--- src/rtl/digi_marker.sv ---
// Command-driven marker pin: delayed set/clear/toggle or a
// delayed pulse of programmed width on one registered output.
module digi_marker #(
  parameter int CW = 64,
  parameter int TW = 16
) (
  input  logic          clk,
  input  logic          reset,
  input  logic          cstrobe,
  input  logic [CW-1:0] command,
  output logic          mark,
  output logic          busy
);

  typedef enum logic [1:0] {
    IDLE,
    DELAY,
    ACTIVE
  } state_t;

  localparam logic [1:0] OP_CLR = 2'd0;
  localparam logic [1:0] OP_SET = 2'd1;
  localparam logic [1:0] OP_PLS = 2'd2;
  localparam logic [1:0] OP_TGL = 2'd3;

  state_t        state_q, state_d;
  logic [TW-1:0] cnt_q, cnt_d;
  logic [TW-1:0] w_q, w_d;
  logic [1:0]    op_q, op_d;
  logic          lvl_q, lvl_d;
  logic          mark_q, mark_d;
  logic          cmd_unused;

  // Only op, delay and width fields are decoded.
  assign cmd_unused = ^command;

  always_ff @(posedge clk) begin
    if (reset) begin
      state_q <= IDLE;
      cnt_q   <= '0;
      w_q     <= '0;
      op_q    <= OP_CLR;
      lvl_q   <= 1'b0;
      mark_q  <= 1'b0;
    end else begin
      state_q <= state_d;
      cnt_q   <= cnt_d;
      w_q     <= w_d;
      op_q    <= op_d;
      lvl_q   <= lvl_d;
      mark_q  <= mark_d;
    end
  end

  always_comb begin
    state_d = state_q;
    cnt_d   = cnt_q;
    w_d     = w_q;
    op_d    = op_q;
    lvl_d   = lvl_q;
    mark_d  = mark_q;
    if (cstrobe) begin
      // A new command always restores the held level first.
      op_d    = command[1:0];
      cnt_d   = command[16 +: TW];
      w_d     = command[32 +: TW];
      mark_d  = lvl_q;
      state_d = DELAY;
    end else begin
      unique case (state_q)
        IDLE: begin
        end
        DELAY: begin
          if (cnt_q != '0) begin
            cnt_d = cnt_q - TW'(1);
          end else begin
            state_d = IDLE;
            unique case (op_q)
              OP_CLR: begin
                lvl_d  = 1'b0;
                mark_d = 1'b0;
              end
              OP_SET: begin
                lvl_d  = 1'b1;
                mark_d = 1'b1;
              end
              OP_TGL: begin
                lvl_d  = ~lvl_q;
                mark_d = ~lvl_q;
              end
              OP_PLS: begin
                if (w_q != '0) begin
                  mark_d  = ~lvl_q;
                  cnt_d   = w_q - TW'(1);
                  state_d = ACTIVE;
                end
              end
              default: begin
              end
            endcase
          end
        end
        ACTIVE: begin
          if (cnt_q != '0) begin
            cnt_d = cnt_q - TW'(1);
          end else begin
            mark_d  = lvl_q;
            state_d = IDLE;
          end
        end
        default: state_d = IDLE;
      endcase
    end
  end

  assign mark = mark_q;
  assign busy = (state_q != IDLE);

endmodule

--- config.mk ---
export PLATFORM = sky130hd
export DESIGN_NAME = digi_marker
export DESIGN_NICKNAME = d
export VERILOG_FILES = /design/src/rtl/digi_marker.sv
export SDC_FILE = /design/constraint.sdc
export NUM_CORES = 1
export LEC_CHECK = 0
export BUFFER_PORTS_ARGS = -buffer_cell sky130_fd_sc_hd__buf_4
export CAP_MARGIN = 10
export CORE_AREA = 2 2 76 78
export DETAILED_ROUTE_END_ITERATION = 7
export DIE_AREA = 0 0 78 80
export PLACE_DENSITY = 0.81
export SLEW_MARGIN = 5
export SYNTH_ARGS = -nofsm -noshare
export SYNTH_HDL_FRONTEND = slang
export SYNTH_SLANG_ARGS = --single-unit
--- constraint.sdc ---
create_clock -name clk -period 3.19 [get_ports clk]
set_input_delay 0.4785 -clock clk [delete_from_list [all_inputs] [get_ports clk]]
set_output_delay 0.4785 -clock clk [all_outputs]
set_load 0.03 [all_outputs]
After elaboration in Yosys (flattened, before gate mapping):

Index checks and enable logic that the tools add are counted.

* register bits after elaboration: 38
* bits of input ports: 67
* output and inout bits: 2

* add/subtract/negate cells: 2
* equality and inequality tests: 14
* muxes and demuxes: 19
* bitwise operators: 4
* reduce and logical (&&, ||, !) cells: 13

Operators by type and width (number)
* 16-bit 2-to-1 mux: 5
* 16-bit one-hot mux with 2 select lines: 1
* 16-bit nonzero test: 2
* 16-bit by 1-bit subtractor with 16-bit output, second input constant: 2
* 4-bit != test, second input constant: 3
* 4-bit AND reduction: 3
* 3-bit != test, second input constant: 3
* 2-bit 2-to-1 mux: 4
* 2-bit == test, second input constant: 3
* 2-bit != test, second input constant: 3
* 2-bit one-hot mux with 3 select lines: 1
* 3-bit AND reduction: 2
* 3-bit nonzero test: 2
* 1-bit 2-to-1 mux: 5
* 2-bit by 1-bit == test with 1-bit output, second input constant: 2
* 2-bit zero test: 2
* 1-bit NOT: 4
* 1-bit one-hot mux with 4 select lines: 1
* 1-bit one-hot mux with 3 select lines: 1
* 1-bit one-hot mux with 2 select lines: 1
* 2-bit nonzero test: 1
* 2-bit OR reduction: 1

Depth between registers and ports, before layout:

* depth after elaboration: 6
* depth in mapped cells: 11

Worst setup path after synthesis:

No wires, ideal clock.

* path type: register -> register
* start: register cnt_q[2]
* end: register cnt_q[9]
* setup time: 0.079 ns
* arrival: 2.242 ns
* required time: 3.111 ns
* setup slack: 0.868 ns
* cell stages (with the launch flop): 7
* buffers on the path: 0
* cell sequence: dfxtp_1 -> or4_4 -> or4_4 -> or3_1 -> xor2_1 -> a211o_1 -> a211oi_2

* longest elaborated chain between the ends: 4
* elaborated cells between the ends (all ways): 10
* classes of those cells: add/sub (1); eq/ne (3); mux (4); reduce/logical (2)

Ends and longest elaborated chain
* from (decl): line 27 `logic [TW-1:0] cnt_q, cnt_d;`
* from (signal assigned): line 47 `cnt_q <= cnt_d;`
* 16-bit by 1-bit subtractor with 16-bit output / 16-bit nonzero test (equally long branches)
* 16-bit 2-to-1 mux, on equally long branches: line 104, 74
* 16-bit one-hot mux with 2 select lines: line 70 `unique case (state_q)`
* 16-bit 2-to-1 mux: line 62 `if (cstrobe) begin`

Parallel ways exist; a longest one is shown, timed or not. The select of a mux whose other input is x is not followed.
A chain may end at the register's enable or synchronous reset.

Worst setup path in the final report:

* start: register cnt_q[0]
* end: register cnt_q[3]

The elaborated chain is that of the path after synthesis.

==> results.py <==
metrics = {
    "place": {
        "gp_congestion": 0.8785,
        "portBuffers": 38,
        "place_inst": 383,
        "place_ws_ns": 0.7300,
        "hpwl_um": 3867,
    },
    "timing": {
        "post-route-period-util": 0.7843,
        "timing.setup.tns_ns": 0,
        "finalCriticalPeriod_ns": 2.502,
        "slew_violations": 0,
        "rsz0062_at_grt": "no",
        "setup_viol": 0,
        "tightest_slew_ns": 0.5673,
        "fmax_ghz": 0.3997,
        "clock_skew_ns": 0.006477,
        "fin_ws_ns": 0.6879,
        "maxSlewHeadroom": 0.6183,
        "hold_viol": 0,
    },
    "worst_setup_path": {
        "endpoint_kind": "flop",
        "slowest_delay_ns": 0.67,
        "cpLargestDelayFamily": "simple AND/OR/NAND/NOR gates",
        "worstSetupStartpointType": "flop",
        "worst_ep_required_time_ns": 3.40,
        "worstPathMaxFanout": 20,
        "cp.arrival_ns": 2.72,
        "slowest_stage": "or3_2",
        "crit_type": "reg2reg",
        "critPathBufInv": 1,
        "cp_cell_sequence": "inv_1 > ha_1 > nor2b_1 > nand3_1 > or3_2 > a31o_2 > o211a_1 > nor3_1",
    },
    "detailed_routing": {
        "detail_route.vias_per_cell": 5.537,
        "ant_nets": 0,
        "first_pass_iters": 4,
        "detail_route.iter0.violations": 211,
        "drc": 0,
        "wirelength_um": 5545,
        "wl_per_cell_um": 14.18,
        "via_count": 2165,
    },
    "die": {
        "die_area_mm2": 0.006240,
        "die_y_um": 80,
        "num_rows": 27,
        "core-area_mm2": 0.005405,
        "die_w_um": 78,
        "io_pins": 69,
        "initial_core_util": 0.4377,
    },
    "synth": {
        "synthArstFlopShare": 0,
        "synth-seq-area-share": 0.3215,
        "synth_fp_nets": 355,
        "ys_ff_latch": 38,
        "syn_inst": 286,
        "synth_warnings": 0,
        "syn_area_mm2": 0.002366,
        "synth_edf_count": 0,
        "ys.flop_type": "dfxtp_1",
        "syn_area_per_cell_um2": 8.273,
        "synth_cell_type_count": 49,
    },
    "cells_and_area": {
        "fin_cells": 391,
        "drive_above_1_share": 0.1787,
        "diodes": 0,
        "final_nets": 387,
        "syn_to_final_growth_pct": 16.34,
    },
    "clock_tree": {
        "cts_setup_buffers": 0,
        "clkLatencyLatePin_ns": 0.29,
        "cts_tree": "yes",
        "clk_pin_slew_ns": 0.07,
        "cts-root-buf": "clkbuf_8",
        "ctsHoldBuffers": 0,
        "htreeDepth": 2,
        "clock-sinks": 38,
        "clockBufferDepth": 2,
        "cts-buffers-inserted": 5,
        "postCtsResizedCells": 0,
    },
    "worst_hold_path": {
        "min_path_type": "in2reg",
    },
    "global_routing": {
        "grt_overflow_total": 0,
        "grt_pass1_vias": 2026,
        "grt.total_usage": 0.1859,
        "grt_max_degree": 40,
        "grt_first_pass_wirelength_um": 9411,
        "antenna_found_initial": 0,
    },
    "flow_run": {
        "drv_cap": 0,
    },
    "run_status": {
        "status": "completed",
    },
    "power": {
        "power.density_mw_per_mm2": 478.0,
        "total_leakage_power_nw": 1.126,
        "ir_drop_uv": 245.9,
    },
}
-- Yosys cell counts (2+ instances only) --
cell / n / area share
or4_1: 2 / 0.0063
nand2_1: 16 / 0.025
and4_1: 2 / 0.0074
or4_4: 2 / 0.0095
xor2_1: 15 / 0.056
clkbuf_1: 8 / 0.013
o211ai_1: 6 / 0.019
a221oi_1: 2 / 0.0074
a211oi_1: 15 / 0.048
nor3_1: 17 / 0.036
nand3b_1: 3 / 0.0095
buf_2: 2 / 0.0042
inv_1: 5 / 0.0079
o31ai_1: 2 / 0.0063
ha_1: 2 / 0.011
nand2b_1: 4 / 0.011
or3_1: 2 / 0.0053
nor4b_1: 2 / 0.0074
nor2_1: 46 / 0.073
nor4_1: 7 / 0.019
buf_6: 2 / 0.0095
nand4_1: 4 / 0.011
nand3_1: 6 / 0.013
a21oi_1: 14 / 0.030
mux2i_1: 19 / 0.080
nor3b_1: 3 / 0.0095
nor2b_1: 4 / 0.011
o21ai_0: 5 / 0.011
clkbuf_8: 4 / 0.023
a32o_1: 2 / 0.0085
xnor2_1: 8 / 0.030
dfxtp_1: 38 / 0.32
-- power breakdown --
| part | total (mW) | switching (mW) | internal, mW |
|---|---|---|---|
| Combinational | 0.348 | 0.180 | 0.168 |
| Sequential | 0.561 | 0.0492 | 0.512 |
| Clock | 0.406 | 0.172 | 0.234 |
| Total | 1.32 | 0.401 | 0.914 |
-- cells in the final DEF (no fill, tap or decap), drive strengths merged, types with 6 or more instances in the layout --
cell	netlist	layout
nand2	16	16
dfxtp	38	38
o211ai	6	6
a21oi	14	14
nor4	8	8
clkbuf	12	7
mux2i	19	19
nand3	6	6
nor2	46	46
nor3	18	18
xnor2	8	8
xor2	15	15
a211oi	16	16
buf	5	42
-- worst min-delay path: cells and delay by family --
family | cells | cell delay [ns]
simple gates | 1 | 0.07
buf+inv | 1 | 0.07
mux | 1 | 0.05
-- cell families (layout without fill, tap and decap cells) --
kind of cell,after synthesis,in the layout,synth area share
and+or+nand+nor,126,126,0.2776
AOI/OAI and AO/OA,55,55,0.1624
DFF,38,38,0.3215
xor gates and xnor gates,23,23,0.08514
buffers and inverters,23,56,0.06240
muxes,19,19,0.08038
adders and majority gates,2,2,0.01057
-- registers in the layout, indices dropped and copies added (netlist names) --
signal	count
cnt_q	16
lvl_q	1
mark	1
op_q	2
state_q	2
w_q	16
-- layer usage --
| layer | part of all wire | wire [um] | GRT usage |
|---|---|---|---|
| met1 | 0.45 | 2513 | 0.2417 |
| met2 | 0.47 | 2632 | 0.3095 |
| met3 | 0.062 | 343 | 0.04299 |
| met4 | 0.0099 | 55 | 0.05088 |
| met5 | 0 | 0 | 0 |
-- cell type report --
type	count	area, um2
clock buffers	7	76.32
clock inverters	1	30.03
fillers	551	2653
inverters	6	22.52
multi-input cells	225	1458
flip-flops and latches	38	760.7
well taps	72	90.09
repair buffers	42	315.3
-- through the flow --
| stage | power, mW | hold slack (ns) | utilization | cell area (um2) |
|---|---|---|---|---|
| finish | 1.316 | 0.4221 | 0.5093 | 2753 |
| global route | 1.390 | 0.4334 | 0.5093 | 2753 |
| CTS | 1.326 | 0.4199 | 0.5093 | 2753 |
| detailed placement | 0.9178 | 0.4709 | 0.4896 | 2646 |
| global placement | 0.9078 | 0.4671 | 0.4896 | 2646 |
| floorplan | 0.8258 | 0.4538 | - | 2366 |
-- worst paths after layout --
| check | start | endpoint | slack (ns) | cells after the start |
|---|---|---|---|---|
| worst max-delay path | cnt_q[0] | cnt_q[3] | 0.69 | 8 |
| worst min-delay path | command[39] | w_q[7] | 0.42 | 3 |
| worst max register to register | cnt_q[0] | cnt_q[3] | 0.69 | 8 |
| worst min register to register | cnt_q[13] | cnt_q[13] | 0.48 | 2 |
Note: power is estimated with default switching activity, not from simulation.
